[src/rtl/rr_grant_arbiter.sv]
// rr_grant_arbiter
//   Registered, work-conserving round-robin arbiter. Samples a level request
//   vector, presents a held one-hot grant with a valid/ready handshake, and
//   rotates priority so the last accepted winner becomes lowest priority.
//
// Ports
//   clk            rising-edge clock
//   reset          asynchronous, active-high reset (released synchronously)
//   request_vector per-requester request, level sensitive
//   lock           sampled on accept: re-present the same winner (burst)
//   grant_ready    downstream accepts the current grant
//   grant          one-hot grant, all zero when grant_valid is low
//   grant_index    binary index of grant
//   grant_valid    a grant is being presented
//   grant_count    number of accepted grants, wraps modulo 2^CNT_W
module rr_grant_arbiter #(
    parameter int VECTOR_IN = 8,
    parameter int IDX_W     = $clog2(VECTOR_IN),
    parameter int CNT_W     = 32
) (
    input  logic                 clk,
    input  logic                 reset,
    input  logic [VECTOR_IN-1:0] request_vector,
    input  logic                 lock,
    input  logic                 grant_ready,
    output logic [VECTOR_IN-1:0] grant,
    output logic [IDX_W-1:0]     grant_index,
    output logic                 grant_valid,
    output logic [CNT_W-1:0]     grant_count
);

    typedef enum logic {
        IDLE,
        GRANT
    } state_t;

    state_t           state;
    logic [IDX_W-1:0] ptr;          // last accepted winner
    logic [IDX_W-1:0] idle_winner;  // winner using the stored pointer
    logic [IDX_W-1:0] next_winner;  // winner using the grant being accepted
    logic             accept;

    // Lowest requester strictly above 'last', otherwise lowest requester
    // overall. Callers only use the result when req is nonzero.
    function automatic logic [IDX_W-1:0] pick_winner(
        input logic [VECTOR_IN-1:0] req,
        input logic [IDX_W-1:0]     last
    );
        logic             found_masked;
        logic             found_any;
        logic [IDX_W-1:0] masked_idx;
        logic [IDX_W-1:0] any_idx;
        found_masked = 1'b0;
        found_any    = 1'b0;
        masked_idx   = '0;
        any_idx      = '0;
        for (int i = 0; i < VECTOR_IN; i++) begin
            if (req[i] && !found_any) begin
                any_idx   = IDX_W'(i);
                found_any = 1'b1;
            end
            if (req[i] && (IDX_W'(i) > last) && !found_masked) begin
                masked_idx   = IDX_W'(i);
                found_masked = 1'b1;
            end
        end
        return found_masked ? masked_idx : any_idx;
    endfunction

    function automatic logic [VECTOR_IN-1:0] to_onehot(input logic [IDX_W-1:0] idx);
        logic [VECTOR_IN-1:0] v;
        v      = '0;
        v[idx] = 1'b1;
        return v;
    endfunction

    // NOTE: every signal driven here gets a value on every path (function
    // results are total), so no latch can be inferred.
    always_comb begin
        idle_winner = pick_winner(request_vector, ptr);
        // On a non-locked accept the pointer moves to grant_index in the same
        // edge, so the new mask must come from grant_index, not the old ptr.
        next_winner = pick_winner(request_vector, grant_index);
        accept      = grant_valid & grant_ready;
    end

    // NOTE: state and outputs use non-blocking assignments so all registers
    // update together from the pre-edge values.
    always_ff @(posedge clk or posedge reset) begin
        if (reset) begin
            state       <= IDLE;
            ptr         <= IDX_W'(VECTOR_IN - 1);  // index 0 wins first
            grant       <= '0;
            grant_index <= '0;
            grant_valid <= 1'b0;
            grant_count <= '0;
        end else begin
            case (state)
                IDLE: begin
                    if (|request_vector) begin
                        grant       <= to_onehot(idle_winner);
                        grant_index <= idle_winner;
                        grant_valid <= 1'b1;
                        state       <= GRANT;
                    end
                end
                GRANT: begin
                    // Without an accept the grant is frozen; request changes
                    // are ignored and a grant is never revoked.
                    if (accept) begin
                        grant_count <= grant_count + CNT_W'(1);
                        // Locked accept: pointer and grant stay as they are.
                        if (!lock) begin
                            ptr <= grant_index;
                            if (|request_vector) begin
                                grant       <= to_onehot(next_winner);
                                grant_index <= next_winner;
                            end else begin
                                grant       <= '0;
                                grant_index <= '0;
                                grant_valid <= 1'b0;
                                state       <= IDLE;
                            end
                        end
                    end
                end
            endcase
        end
    end

endmodule

[config.mk]
export PLATFORM = sky130hd
export DESIGN_NAME = rr_grant_arbiter
export DESIGN_NICKNAME = d
export VERILOG_FILES = /design/src/rtl/rr_grant_arbiter.sv
export SDC_FILE = /design/constraint.sdc
export NUM_CORES = 1
export LEC_CHECK = 0
export CORE_ASPECT_RATIO = 0.7
export CORE_UTILIZATION = 45
export DETAILED_ROUTE_END_ITERATION = 10
export PLACE_DENSITY_LB_ADDON = 0.25
export SLEW_MARGIN = 20
export SYNTH_ARGS = -nofsm -noshare
export SYNTH_HDL_FRONTEND = slang
export SYNTH_SLANG_ARGS = --single-unit
[constraint.sdc]
create_clock -name clk -period 2.2 [get_ports clk]
set_input_delay 0.44 -clock clk [delete_from_list [all_inputs] [get_ports clk]]
set_output_delay 0.44 -clock clk [all_outputs]
set_load 0.05 [all_outputs]
Word level (Yosys, flattened, before mapping)

Index checks and enable logic that the tools add are counted.

Output and inout bits: 44
Logic and storage cells: 168
Register bits after elaboration: 48
Bits of input ports: 12

Multiplexer cells: 69
Magnitude comparators: 20
Add/subtract/negate cells: 1
Reductions and logical operators: 65
Eq/ne operators: 4
Bitwise operators: 3

Operators by type and width:

| cell                  | count |
|---|---|
| $mux 3                | 22 |
| $logic_and 1x1->1     | 39 |
| $mux 1                | 35 |
| $add 32x1->32 const B | 1 |
| $mux 8                | 4 |
| $gt 3x3->1 const A    | 8 |
| $logic_not 1->1       | 21 |
| $pmux 8 s2            | 1 |
| $gt 1x3->1 const A    | 4 |
| $gt 2x3->1 const A    | 4 |
| $lt 3x4->1 const B    | 2 |
| $reduce_or 8->1       | 1 |
| $demux 1 s3           | 2 |
| $ge 3x1->1 const B    | 2 |
| $ne 2x2->1 const B    | 3 |
| $pmux 3 s2            | 1 |
| $reduce_and 3->1      | 2 |
| $mux 2                | 2 |
| $pmux 1 s2            | 2 |
| $reduce_and 4->1      | 1 |
| $ne 2x1->1 const B    | 1 |
| $not 1->1             | 2 |
| $reduce_and 2->1      | 1 |
| $and 1x1->1           | 1 |

Depth between registers and ports, before layout

Depth after elaboration: 33
Mapped depth: 8

Worst setup path after synthesis

OpenSTA, ideal clock, no wires.

Path kind: register -> register
Start: reg grant_count[4]
End: reg grant_count[29]
Setup time: 142 ps
Arrival: 2210 ps
Buffers on the path: 0
Period minus slack after synthesis: 2352 ps
Stages on the path, launching flop included: 8
Path slack: -152 ps
Cell sequence: dfrtp_1 and4_1 nand4_1 or3_4 or2_1 nor2_2 nand3_1 xnor2_1

Cells in the longest elaborated chain, start to end: 1

Ends and longest elaborated chain:

| item                   | RTL line | source |
|---|---|---|
| from (decl)            | 29       | `output logic [CNT_W-1:0] grant_count` |
| from (signal assigned) | 111      | `grant_count <= grant_count + CNT_W'(1);` |
| $add 32x1->32          | 111      |  |

No other way between the ends.
A chain may end at the register's enable or synchronous reset.

Final worst setup path

Start: in request_vector[2]
End: reg grant[1]

Cells in the longest elaborated chain, start to end: 27
Elaborated cells between the ends (all ways): 90
Classes of those cells: 4 x order compare; 1 x eq/ne; 46 x mux; 39 x reduce/logical

Ends and longest elaborated chain:

| item                                                           | RTL line | source |
|---|---|---|
| from (decl)                                                    | 23       | `input logic [VECTOR_IN-1:0] request_vector,` |
| $logic_and 1x1->1 (2 in a row)                                 | 62       | `if (req[i] && (IDX_W'(i) > last) && !found_masked) begin` |
| $mux 1                                                         | 62       |  |
| $logic_not 1->1                                                | 62       |  |
| $logic_and 1x1->1                                              | 62       |  |
| $mux 1                                                         | 62       |  |
| $logic_not 1->1                                                | 62       |  |
| $logic_and 1x1->1                                              | 62       |  |
| $mux 1                                                         | 62       |  |
| (+10 left out)                                                 | n/a      |  |
| $lt 3x4->1 (not written as such) or $ge 3x1->1 (tied branches) | 73       | `v[idx] = 1'b1;` |
| $logic_and 1x1->1 (not written as such)                        | 73       |  |
| $mux 1 (not written as such)                                   | 73       |  |
| $demux 1 s3                                                    | 73       |  |
| $mux 8                                                         | 115      | `if (\|request_vector) begin` |
| $mux 8                                                         | 113      | `if (!lock) begin` |
| $mux 8                                                         | 110      | `if (accept) begin` |
| $pmux 8 s2                                                     | 98       | `case (state)` |
| to (signal assigned)                                           | 101      | `grant <= to_onehot(idle_winner);` |
| to (signal assigned)                                           | 116      | `grant <= to_onehot(next_winner);` |
| to (decl)                                                      | 26       | `output logic [VECTOR_IN-1:0] grant,` |

Several ways; a longest one is shown, not always the timed one. The select of a mux whose other input is x is not followed.

==> out/metrics.yaml <==
die_area_um2: 6300
first_pass_iters: 5
worst_pin_slew_ns: 0.708
wirelength_um: 7520
synthFlopType: "dfrtp_1"
rsz0062_at_grt: "no"
power_mw: 3.83
slew_headroom: 0.525
path_clk_slew_ns: 0.08
dp.cells: 474
ios: 56
overflow: 0
grt_pass1_vias: 2428
syn_avg_cell_area_um2: 9.09
reg2reg_depth: 6
htreeDepth: 2
hold_ws_ns: 0.341
fin_nets: 420
antenna_found_initial: 0
cp_max_fo: 7
path_class: "in -> reg"
synth.yosys.seq_area_share: 0.448
setup_tns_ns: 0
fmax_mhz: 472
drive_gt1_frac: 0.238
ys_types: 56
cts-root-buf: "clkbuf_8"
p_sw_frac: 0.443
cellPowerDensity_nw_per_um2: 984
grtUsageTotal: 0.253
ys_warn_count: 0
dr.first_iter.drc_count: 147
syn_area_um2: 2690
viasPerCell: 5.48
grt_max_degree: 45
final_cells: 483
port_buffers: 55
clk_latency_ns: 0.30
fin_crit_sh: 0.962
crit_required_ns: 2.43
arrival_ns: 2.34
status: "completed"
async_reset_ff_frac: 1.00
cts_tree: "done"
start_util: 0.468
p_int_mw: 2.13
yosysMostFrequentCell: "dfrtp_1"
core-area_um2: 5760
yosysTopAreaCellShare: 0.418
fin_skew_ns: 0.00974
crit_path_start_kind: "input port"
clock_sinks: 48
end_kind: "flip-flop"
fin_crit_ns: 2.12
hpwl_um: 5810
rows: 23
antenna_cells: 0
synth.top_cells.by_count: "dfrtp_1, nand2_1, nor2_1"
finalHoldViolCount: 0
p_sw_mw: 1.69
ctsHoldBuffers: 0
die_w_um: 94.4
post_drt_wl_per_cell_um: 15.6
die_y_um: 66.7
final-setup-viol-count: 0
grt_pass1_wl_um: 12000
ant_nets: 0
synth_top_area_cell: "dfrtp_1"
combPwrFrac: 0.529
min_path_type: "in -> async"
numCtsBuffers: 5
pwr-share-seq: 0.325
vias: 2647
pwr-share-clk: 0.146
cts_buffer_depth: 2
ys_seq_elements: 48
synth_area_leaders: "dfrtp_1, xnor2_1, nand2_1"
leakage_nw: 1.71
drc_errors: 0
ir_drop_mv: 0.746
synth_nets: 309
place.gp.congestion: 0.907
maxCapViolations: 0
area_growth_pct: 44.5
synth_edf_count: 0
slew_viol_final: 0
syn-instance-count: 296
==> per-layer routing <==
metal,global-route usage,share of wire,vias to the layer above,wire length (µm)
met4,0.0558,0.0035,0,26
met5,0,0,-,0
met2,0.356,0.42,89,3190
met3,0.0616,0.076,4,571
li1,-,-,1278,-
met1,0.385,0.50,1276,3730
==> critical path, cell delays in order <==
cell	delay, ns
dlygate4sd2_1	0.39
nor2_2	0.09
a221o_2	0.41
a21oi_4	0.22
o22ai_2	0.13
or4_4	0.51
o21ai_1	0.14
==> cells in the final DEF (no fill, tap or decap), types with 4 or more instances in the layout <==
cell type	netlist	routed
a21oi_1	22	18
a21oi_2	0	4
a32oi_1	5	4
and3_1	7	7
buf_4	0	54
clkbuf_8	0	6
clkdlybuf4s50_1	0	49
dfrtp_1	45	39
dfrtp_2	0	6
inv_1	8	7
nand2_1	37	37
nand2b_1	5	5
nand3_1	12	12
nand4_1	7	7
nor2_1	35	33
nor2_2	2	4
nor2b_1	5	5
o21ai_0	13	13
xnor2_1	24	24
xor2_1	7	7
==> power by group through the flow <==
stage | registers (mW) | clock network (mW) | logic (mW)
global route | 1.26 | 0.612 | 2.16
finish | 1.24 | 0.560 | 2.02
floorplan | 1.67 | 0 | 0.741
detailed placement | 1.26 | 0 | 1.94
global placement | 1.25 | 0 | 1.92
CTS | 1.24 | 0.569 | 1.94
==> cell families (layout without fill, tap and decap cells) <==
family | count (synthesis) | in the layout | synth area share
multiplexers | 1 | 1 | 0.00372
flip-flops | 48 | 48 | 0.448
AO/OA/AOI/OAI | 73 | 73 | 0.187
adder cells (fa/ha/maj) | 1 | 1 | 0.00465
AND/OR/NAND/NOR | 126 | 126 | 0.232
buffers and inverters | 16 | 128 | 0.0237
XOR/XNOR | 31 | 31 | 0.101
==> worst paths after layout <==
check / start / endpoint / slack [ns]
min in group clk: grant_count[31] / grant_count[31] / 0.48
max in group asynchronous: reset / ptr[1] / 1.36
hold / removal: reset / grant[7] / 0.34
hold reg to reg: grant_count[31] / grant_count[31] / 0.48
setup / recovery: request_vector[2] / grant[1] / 0.08
setup reg to reg: grant_count[6] / grant_count[31] / 0.08
==> registers in the layout, indices dropped and copies added (netlist names) <==
| signal | flops |
|---|---|
| state | 1 |
| grant_count | 32 |
| ptr | 3 |
| grant_index | 3 |
| grant_valid | 1 |
| grant | 8 |
==> cell type report <==
class / count / area, µm²
clock buffer: 6 / 82.6
clock inverter: 2 / 15.0
fill: 494 / 1870
inverter: 9 / 33.8
multi-input combinational: 232 / 1470
sequential: 48 / 1210
tap: 75 / 93.8
timing repair buffer: 111 / 985
==> repair_timing <==
action                                  4_1_cts  5_1_grt
pin swaps                                     0        2
hold endpoints to repair                      0        0
gates resized for setup                       3       14
buffers inserted                              0        1
endpoints found under the setup margin       11       12
==> metrics by stage <==
| step | cell area (µm²) | utilization | worst slack [ns] |
|---|---|---|---|
| floorplan | 2700 | - | 0.0165 |
| global placement | 3740 | 0.650 | -0.482 |
| detailed placement | 3740 | 0.650 | -0.458 |
| CTS | 3830 | 0.666 | 0.000344 |
| global route | 3890 | 0.676 | 0.00430 |
| finish | 3890 | 0.676 | 0.0828 |
Note: power is estimated with default switching activity, not from simulation.
==> RTL edit, RTL diff (same flow settings) <==
`VECTOR_IN`: 8 -> 4.
--- a/src/rtl/rr_grant_arbiter.sv
+++ b/src/rtl/rr_grant_arbiter.sv
@@ -15,5 +15,5 @@
 //   grant_count    number of accepted grants, wraps modulo 2^CNT_W
 module rr_grant_arbiter #(
-    parameter int VECTOR_IN = 8,
+    parameter int VECTOR_IN = 4,
     parameter int IDX_W     = $clog2(VECTOR_IN),
     parameter int CNT_W     = 32
Interface: changed (resized grant, grant_index and request_vector); port bits go from 56 to 47. No check against the original RTL was run, so the function may have changed too.
==> RTL edit against the unedited design <==
- the run now ends with design-rule violations left
- first-iteration DRC count decreased by 14%
- die area decreased by 20%
- area after synthesis decreased by 21%
- setup slack improved by 0.038 ns
- cell area decreased by 26%
- non-clock buffer count decreased by 46
- synthesized cell count decreased by 29%
- routed wire length decreased by 36%
- sequential cell count decreased by 6
- power decreased by 27%
- critical path type is now reg2out
==> RTL edit: results (changes against the unedited design) <==
* Syn Area/Cell at 10.2 sq um (was 9.09 sq um)
* Max incr delay on CP at 0.86 ns (was 0.51 ns)
* Synthesized Nets at 219 (was 309)
* Origin of the worst setup path: grant_valid$_DFFE_PP0P_ (was request_vector[2])
* GRT Total Usage at 0.211 (was 0.253)
* Post CTS Setup Buffer Count at 0 (unchanged)
* Sequential-to-total area share from yosys stat at 0.493 (was 0.448)
* Top cells by count, synth: 40 x dfrtp_1, 22 x xnor2_1, 20 x nand2_1 (was 45 x dfrtp_1, 37 x nand2_1, 35 x nor2_1)
* # fillers at 389 (was 494)
* GP Congestion at 0.862 (was 0.907)
* Routed WL per cell at 14.6 um (was 15.6 um)
* Critical Path AT at 1.64 ns (was 2.34 ns)
* Dpl hpwl at 3540 um (was 5810 um)
* Worst Path Max Fanout at 7 (unchanged)
* PortBufs at 46 (was 55)
* Layout cells sized above 1 at 0.138 (was 0.238)
* Post-synthesis async set-or-reset flop share at 1.00 (unchanged)
* Net Switching at 1.12 mW (was 1.69 mW)
* Post-cts repair resize count at 0 (was 3)
* Hold wc startpoint: grant_count[31]$_DFFE_PP0P_
* H-tree levels at 2 (unchanged)
* Dpl cells at 322 (was 474)
* Hold Crit Endpoint: grant_count[31]$_DFFE_PP0P_
* Max VDD drop at 0.579 mV (was 0.746 mV)
* CTS root buf: clkbuf_8 (unchanged)
* Avg Vias per Cell at 5.40 (was 5.48)
* Final setup fails at 0 (unchanged)
* Failing checks: design-rule violations
* Initial antenna violation count at 0 (unchanged)
* First-pass GRT wire length at 8000 um (was 12000 um)
* YS warnings at 0 (unchanged)
* Top cells by area, synth: dfrtp_1 47%, xnor2_1 9.0%, xor2_1 3.7% (was dfrtp_1 42%, xnor2_1 7.8%, nand2_1 5.2%)
* Residual DRC count at 6 (was 0)
* Worst r2r path cells at 6 (unchanged)
* Status: complete, but fails checks (was finished clean)
* Clk_skew at 0.0108 ns (was 0.00974 ns)
* Clock Pin Slew Worst Setup and Hold Paths at about 0.09 ns
* FF-to-FF End: grant[3]$_DFFE_PP0P_ (was grant_count[31]$_DFFE_PP0P_)
* Leak at 1.27 nW (was 1.71 nW)
* Top delay family on crit path: buffers and inverters (was compound AO/OA/AOI/OAI gates)
* Clk_lat worst skew at slightly above 0.3 ns
* Max Root-Sink Buffers at 2 (unchanged)
* First DRT Iteration DRCs at 127 (was 147)
* Largest net degree at the start of global routing at 43 (was 45)
* Cts bufs inserted at 5 (unchanged)
* Fin nets at 283 (was 420)
* Post-synth cell types at 40 (was 56)
* Drt first pass iters at 7 (was 5)
* Worst-margin pin slew at 0.520 ns (was 0.708 ns)
* Number of global-route vias before repair at 1620 (was 2428)
* Total inserted antenna cells at 0 (unchanged)
* Origin of the critical flop-to-flop path: grant_index[0]$_DFFE_PP0P_ (was grant_count[6]$_DFFE_PP0P_)
* Worst hold path class: reg2reg (was in2async)
* DR vias at 1782 (was 2647)
* Hold Crit Depth at 1
* Critical path's slowest cell: clkdlybuf4s50_1 (was or4_4)
* Reg2Reg Setup Slack at 0.45 ns (was 0.08 ns)
* Largest regs: grant_count (32), grant (4) (was grant_count (32), grant (8))
[RTL edit: cell count changes after synthesis, sizes merged, moves of 5 or more]
cell	delta
nor2	-25
a21oi	-18
nand2	-17
o21ai	-10
a32oi	-5
dfrtp	-5
[RTL edit: worst max path at each step]
stage / slack (ns) / cells after the start / endpoint
final: 0.12 / 1 / grant_valid
after detailed placement: -0.03 / 6 / grant_count[29]$_DFFE_PP0P_
after global routing: 0.06 / 1 / grant_valid
after CTS: 0.02 / 1 / grant_index[1]
after floorplan: 0.13 / 6 / grant_count[25]$_DFFE_PP0P_
after global placement: 0.03 / 6 / grant_count[29]$_DFFE_PP0P_
[RTL edit: power by group through the flow]
| stage | Combinational [mW] | Clock, mW | Sequential, mW |
|---|---|---|---|
| after floorplan | 0.331 | 0 | 1.43 |
| after global placement | 1.05 | 0 | 1.11 |
| after detailed placement | 1.07 | 0 | 1.10 |
| after CTS | 1.07 | 0.643 | 1.09 |
| after global routing | 1.13 | 0.681 | 1.12 |
| final | 1.06 | 0.633 | 1.10 |
[RTL edit: per-layer routing]
layer  track usage  part of all wire  vias to the layer above
met4        0.0581             0.011                        0
met1         0.312              0.51                      855
li1              -                 -                      864
met3        0.0669             0.076                        6
met5             0                 0                        -
met2         0.297              0.41                       57
[RTL edit: layout make-up]
| type | instances | share of cell area |
|---|---|---|
| flip-flops and latches | 42 | 0.365 |
| multi-input cells | 154 | 0.354 |
| repair buffers | 65 | 0.210 |
| clock buffers | 5 | 0.0239 |
| well taps | 55 | 0.0239 |
| clock inverters | 3 | 0.0152 |
| inverters | 6 | 0.00781 |
[RTL edit: cells by family after synthesis]
kind of cell	synth area share
AND/OR/NAND/NOR	0.235
multiplexers	0.0105
AO/OA/AOI/OAI	0.100
buffers and inverters	0.0281
XOR/XNOR	0.127
adder cells (fa/ha/maj)	0.00586
flip-flops	0.493
[RTL edit: per-stage QoR]
step	total power [mW]	area [sq um]	hold slack [ns]	setup WS, ns
final	2.79	2890	0.480	0.121
after CTS	2.81	2880	0.478	0.0172
after detailed placement	2.17	2770	0.466	-0.0293
after global placement	2.16	2770	0.470	0.0300
after floorplan	1.77	2140	0.589	0.128
after global routing	2.93	2890	0.490	0.0586
